[src/rtl/cpu_harness_pkg.sv]
// Shared types and constants for the CPU test harness controller.
package cpu_harness_pkg;

  typedef enum logic [2:0] {
    IDLE,
    LOAD,
    CPU_RST,
    RUN,
    DONE
  } harness_state_e;

  localparam logic [31:0] DEFAULT_TOHOST_ADDR = 32'h0000_0100;
  localparam int unsigned PASS_CODE           = 1;

endpackage

[src/rtl/harness_cycle_counter.sv]
// Up-counter with clear, load, enable and a terminal-count flag.
module harness_cycle_counter
  import cpu_harness_pkg::*;
#(
  parameter int W = 32
) (
  input  logic         clk,
  input  logic         reset,
  input  logic         clr,
  input  logic         load,
  input  logic [W-1:0] load_val,
  input  logic         en,
  input  logic [W-1:0] term_val,
  output logic [W-1:0] count,
  output logic         tc
);

  logic [W-1:0] count_q, count_d;

  always_comb begin
    count_d = count_q;
    if (clr) begin
      count_d = '0;
    end else if (load) begin
      count_d = load_val;
    end else if (en) begin
      count_d = count_q + W'(1);
    end
  end

  always_ff @(posedge clk or negedge reset) begin
    if (!reset) begin
      count_q <= '0;
    end else begin
      count_q <= count_d;
    end
  end

  assign count = count_q;
  assign tc    = (count_q == term_val);

endmodule

[src/rtl/cpu_test_harness_ctrl.sv]
// Program-load / CPU-reset / run controller with tohost and timeout end detection.
// Optional CPU_HARNESS_PC_WATCH_EN adds pc/end_pc ports that end the run on a PC match.
module cpu_test_harness_ctrl
  import cpu_harness_pkg::*;
#(
  parameter int              XLEN           = 32,
  parameter int              IMEM_DEPTH     = 64,
  parameter int              RST_CYCLES     = 4,
  parameter logic [XLEN-1:0] TOHOST_ADDR    = XLEN'(DEFAULT_TOHOST_ADDR),
  parameter int              TIMEOUT_CYCLES = 1000,
  localparam int             AW             = $clog2(IMEM_DEPTH)
) (
  input  logic            clk,
  input  logic            reset,
  input  logic            start,
  input  logic            prog_valid,
  output logic            prog_ready,
  input  logic [XLEN-1:0] prog_data,
  input  logic            prog_last,
  output logic            imem_we,
  output logic [AW-1:0]   imem_waddr,
  output logic [XLEN-1:0] imem_wdata,
  output logic            cpu_reset,
  input  logic            dmem_we,
  input  logic [XLEN-1:0] dmem_addr,
  input  logic [XLEN-1:0] dmem_wdata,
  output logic            done,
  output logic            pass,
  output logic            timeout,
  output logic [31:0]     cycle_count
`ifdef CPU_HARNESS_PC_WATCH_EN
  ,
  input  logic [XLEN-1:0] pc,
  input  logic [XLEN-1:0] end_pc
`endif
);

  harness_state_e state_q, state_d;
  logic [AW-1:0]  wcnt_q, wcnt_d;
  logic           cpu_reset_q, cpu_reset_d;
  logic           done_q, done_d;
  logic           pass_q, pass_d;
  logic           timeout_q, timeout_d;

  logic           accept, last_word, start_ok;
  logic           rst_tc, run_tc, tohost_hit, pc_hit;
  logic [31:0]    rst_count_unused;

  assign start_ok   = start && (state_q == IDLE || state_q == DONE);
  assign prog_ready = (state_q == LOAD);
  assign accept     = prog_ready && prog_valid;
  assign last_word  = prog_last || (wcnt_q == AW'(IMEM_DEPTH - 1));
  assign tohost_hit = dmem_we && (dmem_addr == TOHOST_ADDR);

`ifdef CPU_HARNESS_PC_WATCH_EN
  assign pc_hit = (pc == end_pc);
`else
  assign pc_hit = 1'b0;
`endif

  // Cleared throughout LOAD so the reset hold always starts from zero.
  harness_cycle_counter #(.W(32)) u_rst_cnt (
    .clk      (clk),
    .reset    (reset),
    .clr      (state_q == LOAD),
    .load     (1'b0),
    .load_val (32'd0),
    .en       (state_q == CPU_RST),
    .term_val (32'(RST_CYCLES - 1)),
    .count    (rst_count_unused),
    .tc       (rst_tc)
  );

  harness_cycle_counter #(.W(32)) u_run_cnt (
    .clk      (clk),
    .reset    (reset),
    .clr      (start_ok),
    .load     (1'b0),
    .load_val (32'd0),
    .en       (state_q == RUN),
    .term_val (32'(TIMEOUT_CYCLES - 1)),
    .count    (cycle_count),
    .tc       (run_tc)
  );

  always_comb begin
    state_d     = state_q;
    wcnt_d      = wcnt_q;
    cpu_reset_d = cpu_reset_q;
    done_d      = done_q;
    pass_d      = pass_q;
    timeout_d   = timeout_q;
    case (state_q)
      IDLE, DONE: begin
        if (start) begin
          state_d     = LOAD;
          wcnt_d      = '0;
          cpu_reset_d = 1'b1;
          done_d      = 1'b0;
          pass_d      = 1'b0;
          timeout_d   = 1'b0;
        end
      end
      LOAD: begin
        if (accept) begin
          if (last_word) begin
            state_d = CPU_RST;
          end
          // Saturate at the top word; the load ends there anyway.
          if (wcnt_q != AW'(IMEM_DEPTH - 1)) begin
            wcnt_d = wcnt_q + AW'(1);
          end
        end
      end
      CPU_RST: begin
        if (rst_tc) begin
          state_d     = RUN;
          cpu_reset_d = 1'b0;
        end
      end
      RUN: begin
        if (tohost_hit || pc_hit || run_tc) begin
          state_d     = DONE;
          done_d      = 1'b1;
          cpu_reset_d = 1'b1;
          pass_d      = tohost_hit ? (dmem_wdata == XLEN'(PASS_CODE)) : pc_hit;
          timeout_d   = !tohost_hit && !pc_hit;
        end
      end
      default: state_d = IDLE;
    endcase
  end

  always_ff @(posedge clk or negedge reset) begin
    if (!reset) begin
      state_q     <= IDLE;
      wcnt_q      <= '0;
      cpu_reset_q <= 1'b1;
      done_q      <= 1'b0;
      pass_q      <= 1'b0;
      timeout_q   <= 1'b0;
    end else begin
      state_q     <= state_d;
      wcnt_q      <= wcnt_d;
      cpu_reset_q <= cpu_reset_d;
      done_q      <= done_d;
      pass_q      <= pass_d;
      timeout_q   <= timeout_d;
    end
  end

  assign imem_we    = accept;
  assign imem_waddr = wcnt_q;
  assign imem_wdata = prog_data;
  assign cpu_reset  = cpu_reset_q;
  assign done       = done_q;
  assign pass       = pass_q;
  assign timeout    = timeout_q;

endmodule

[config.mk]
export PLATFORM = sky130hd
export DESIGN_NAME = cpu_test_harness_ctrl
export DESIGN_NICKNAME = d
export VERILOG_FILES = /design/src/rtl/cpu_harness_pkg.sv /design/src/rtl/harness_cycle_counter.sv /design/src/rtl/cpu_test_harness_ctrl.sv
export SDC_FILE = /design/constraint.sdc
export NUM_CORES = 1
export LEC_CHECK = 0
export BUFFER_PORTS_ARGS = -buffer_cell sky130_fd_sc_hd__clkbuf_2
export CAP_MARGIN = 20
export CORE_MARGIN = 2
export CORE_UTILIZATION = 28
export CTS_CLUSTER_SIZE = 12
export DETAILED_ROUTE_END_ITERATION = 8
export PLACE_DENSITY_LB_ADDON = 0.15
export RECOVER_POWER = 100
export SLEW_MARGIN = 20
export SYNTH_ARGS = -nofsm -noshare
export SYNTH_HDL_FRONTEND = slang
export SYNTH_SLANG_ARGS = --single-unit
[constraint.sdc]
create_clock -name clk -period 2.44 [get_ports clk]
set_input_delay 0.366 -clock clk [delete_from_list [all_inputs] [get_ports clk]]
set_output_delay 0.366 -clock clk [all_outputs]
set_load 0.01 [all_outputs]
==> metrics.md <==
| Metric | Value |
|---|---|
| Max VDD drop | 0.367 mV |
| Gr ovfl total | 0 |
| Crit path cell chain | or3b_1, inv_1, and2_0, clkbuf_2 |
| Final TNS setup | 0 ns |
| Slew Viols, Final | 0 |
| EDFF count, synth | 0 |
| Largest net degree at the start of global routing | 41 |
| Outcome | completed |
| Worst path slowest cell | dfrtp_1 |
| I/O Buffers | 113 |
| CP Capture Type | primary output |
| Critical path fanouts, max | 13 |
| CTS tree | built |
| Final min period | 2.28 ns |
| Final #Nets | 674 |
| Total global-route track usage | 14.9% |
| Wire per inst | 15.6 µm |
| Chip Width | 130 µm |
| Syn Nets | 580 |
| Lkg Pwr | 2.29 nW |
| Crit path from | state_q[0]$_DFFE_PN0P_ |
| GP Congestion | 0.796 |
| Die footprint | 0.0168 mm² |
| Worst R2R Start | state_q[0]$_DFFE_PN0P_ |
| Layout cells sized above 1 | 18.3% |
| Clock slew seen by the registers of the worst setup and hold paths | 0.06 ns |
| Via density | 5.03 |
| Most common cell in the netlist | dfrtp_1 |
| Max stage delay on crit path | 0.59 ns |
| Post-route DRC | 0 |
| Yosys top cell area share | 43.0% |
| Sequential area share after synthesis | 43.6% |
| Placed cells | 769 |
| Total clock sinks | 77 |
| H-tree Lvls | 3 |
| Least-Margin Pin Slew | 1.07 ns |
| Final setup skew | 0.00769 ns |
| Hold bufs inserted after CTS | 0 |
| R2R depth | 5 |
| Most used flip-flop cell after synthesis | dfrtp_1 |
| CP Data Required Time | 2.07 ns |
| Max-cap violations | 0 |
| Iter 0 DRT Violations | 175 |
| Yosys reg bits | 77 |
| Routed WL | 12.2 mm |
| Top cells by area, synth | dfrtp_1, buf_4, xor2_1 |
| Commonest cells in the netlist | dfrtp_1, nand2_1, nor2_1 |
| Hpwl dp | 9.35 mm |
| Dominant cell type by area after synthesis | dfrtp_1 |
| Final instance area | 0.00527 mm² |
| # rows | 45 |
| FMAX | 0.439 GHz |
| WP data arrival | 1.91 ns |
| Clock Path Buffers | 2 |
| Final setup vio count | 0 |
| Clock Latency Late Sink | 0.33 ns |
| Via count | 3,950 |
| Area growth, synth to finish | 19.0% |
| PwrDens | 780 mW/mm² |
| Post-synthesis cell count | 475 |
| Routed Antenna Nets | 0 |
| Die Height | 130 µm |
| HP Class | primary input to async pin |
| Fillers | 1,664 |
| Max_slew headroom | 28.9% |
| Number of diodes | 0 |
| Post-synthesis instance area | 0.00443 mm² |
| Startpoint types | flip-flop |
| Fin crit share | 93.3% |
| Ys Warns | 0 |
| Syn avg cell area | 9.32 µm² |
| Number of gates resized after CTS | 0 |
| Initial antenna violation count | 0 |
| First-pass iteration count of the detailed router | 4 |
| Synth unique cells | 50 |
| Critical path class | flip-flop to primary output |
| CORE AREA | 0.0153 mm² |
| First-pass GRT wire length | 19.9 mm |
| Post-Layout Cell Count | 785 |
| Initial Util | 28.9% |
| Root buffer cell | clkbuf_16 |
| Top Ports | 178 |
| RSZ-0062 raised after global routing | false |
| Final hold viol count | 0 |
| Total setup buffers inserted after CTS | 0 |
| Area after DPL | 0.00510 mm² |
| Number of global-route vias before repair | 3,943 |
| CTS Buf Count | 9 |
| Post-synth ARST share | 100% |
[flip-flops by register name (all words and copies together) (netlist names)]
name	count
u_run_cnt.count	32
timeout	1
done	1
u_rst_cnt.count	32
state_q	3
pass	1
cpu_reset	1
imem_waddr	6
[cell families after synthesis]
| logic type | synth area share, % |
|---|---|
| compound gates | 9.84 |
| xor+xnor | 5.54 |
| simple gates | 30.0 |
| mux | 2.94 |
| buf+inv | 7.26 |
| fa+ha+maj | 0.848 |
| flops | 43.6 |
[worst max-delay path: cells and delay by family (launching register included)]
kind	cells	cell delay [ns]
DFF	1	0.59
and+or+nand+nor	2	0.69
buffers and inverters	2	0.30
[path summary, 6_finish.rpt]
check                                                        to  slack (ns)
worst max-delay path                                    imem_we        0.16
worst min-delay path            u_rst_cnt.count[16]$_DFFE_PN0P_        0.22
worst max register to register  u_rst_cnt.count[31]$_DFFE_PN0P_        0.22
worst min register to register                 done$_DFFE_PN0P_        0.48
max in group asynchronous       u_run_cnt.count[25]$_DFFE_PN0P_        0.93
min in group clk                               pass$_DFFE_PN0P_        0.45
[metal layers]
metal	vias up	track usage, %	wire (µm)
met4	0	4.93	178
met1	1893	18.2	5360
met3	21	2.83	610
li1	1914	-	-
met2	122	26.4	6100
met5	-	0	0
[where the power goes]
part           switching [mW]  leakage [nW]  internal, mW  total, mW
combinational           0.550          1.12         0.384      0.934
sequential              0.352          1.03          1.49       1.84
clock                   0.516         0.143         0.817       1.33
total                    1.42          2.29          2.69       4.11
[final cells by class]
type / instances / area, µm² / share of cell area, %
clock buffers: 12 / 246 / 4.68
clock inverters: 4 / 47.5 / 0.903
inverters: 7 / 26.3 / 0.499
multi-input cells: 347 / 2160 / 41.0
flip-flops and latches: 77 / 1930 / 36.6
well taps: 211 / 264 / 5.01
repair buffers: 127 / 597 / 11.3
[placed cells by master, fill, tap and decap left out, types with 3 or more instances in the layout]
cell type and n:
nand4_1 28, o31ai_1 13, mux2i_1 13, nor3_1 9, o21ai_0 22, inv_1 7, o211ai_1 11, xnor2_1 5
a22o_1 3, xor2_1 23, and4_1 6, nor2_1 42, ha_1 3, nand2_1 53, buf_4 7, nand3_1 29
clkbuf_16 9, clkbuf_2 75, and2_1 5, a21oi_1 6, clkbuf_1 47, nor4b_1 4, nor4_1 27, or3b_1 3
and3_1 9, nand3_2 3, dfrtp_1 76
[through the flow]
step	setup WS, ns	power [mW]	hold WS [ns]	utilization, %
after floorplan	0.500	2.43	0.0704	-
after global placement	0.380	2.85	0.402	33.3
after detailed placement	0.354	2.87	0.402	33.3
after CTS	0.176	4.24	0.0440	35.2
after global routing	0.0440	4.39	0.317	34.4
final	0.165	4.11	0.218	34.4
Note: power is estimated with default switching activity, not from simulation.
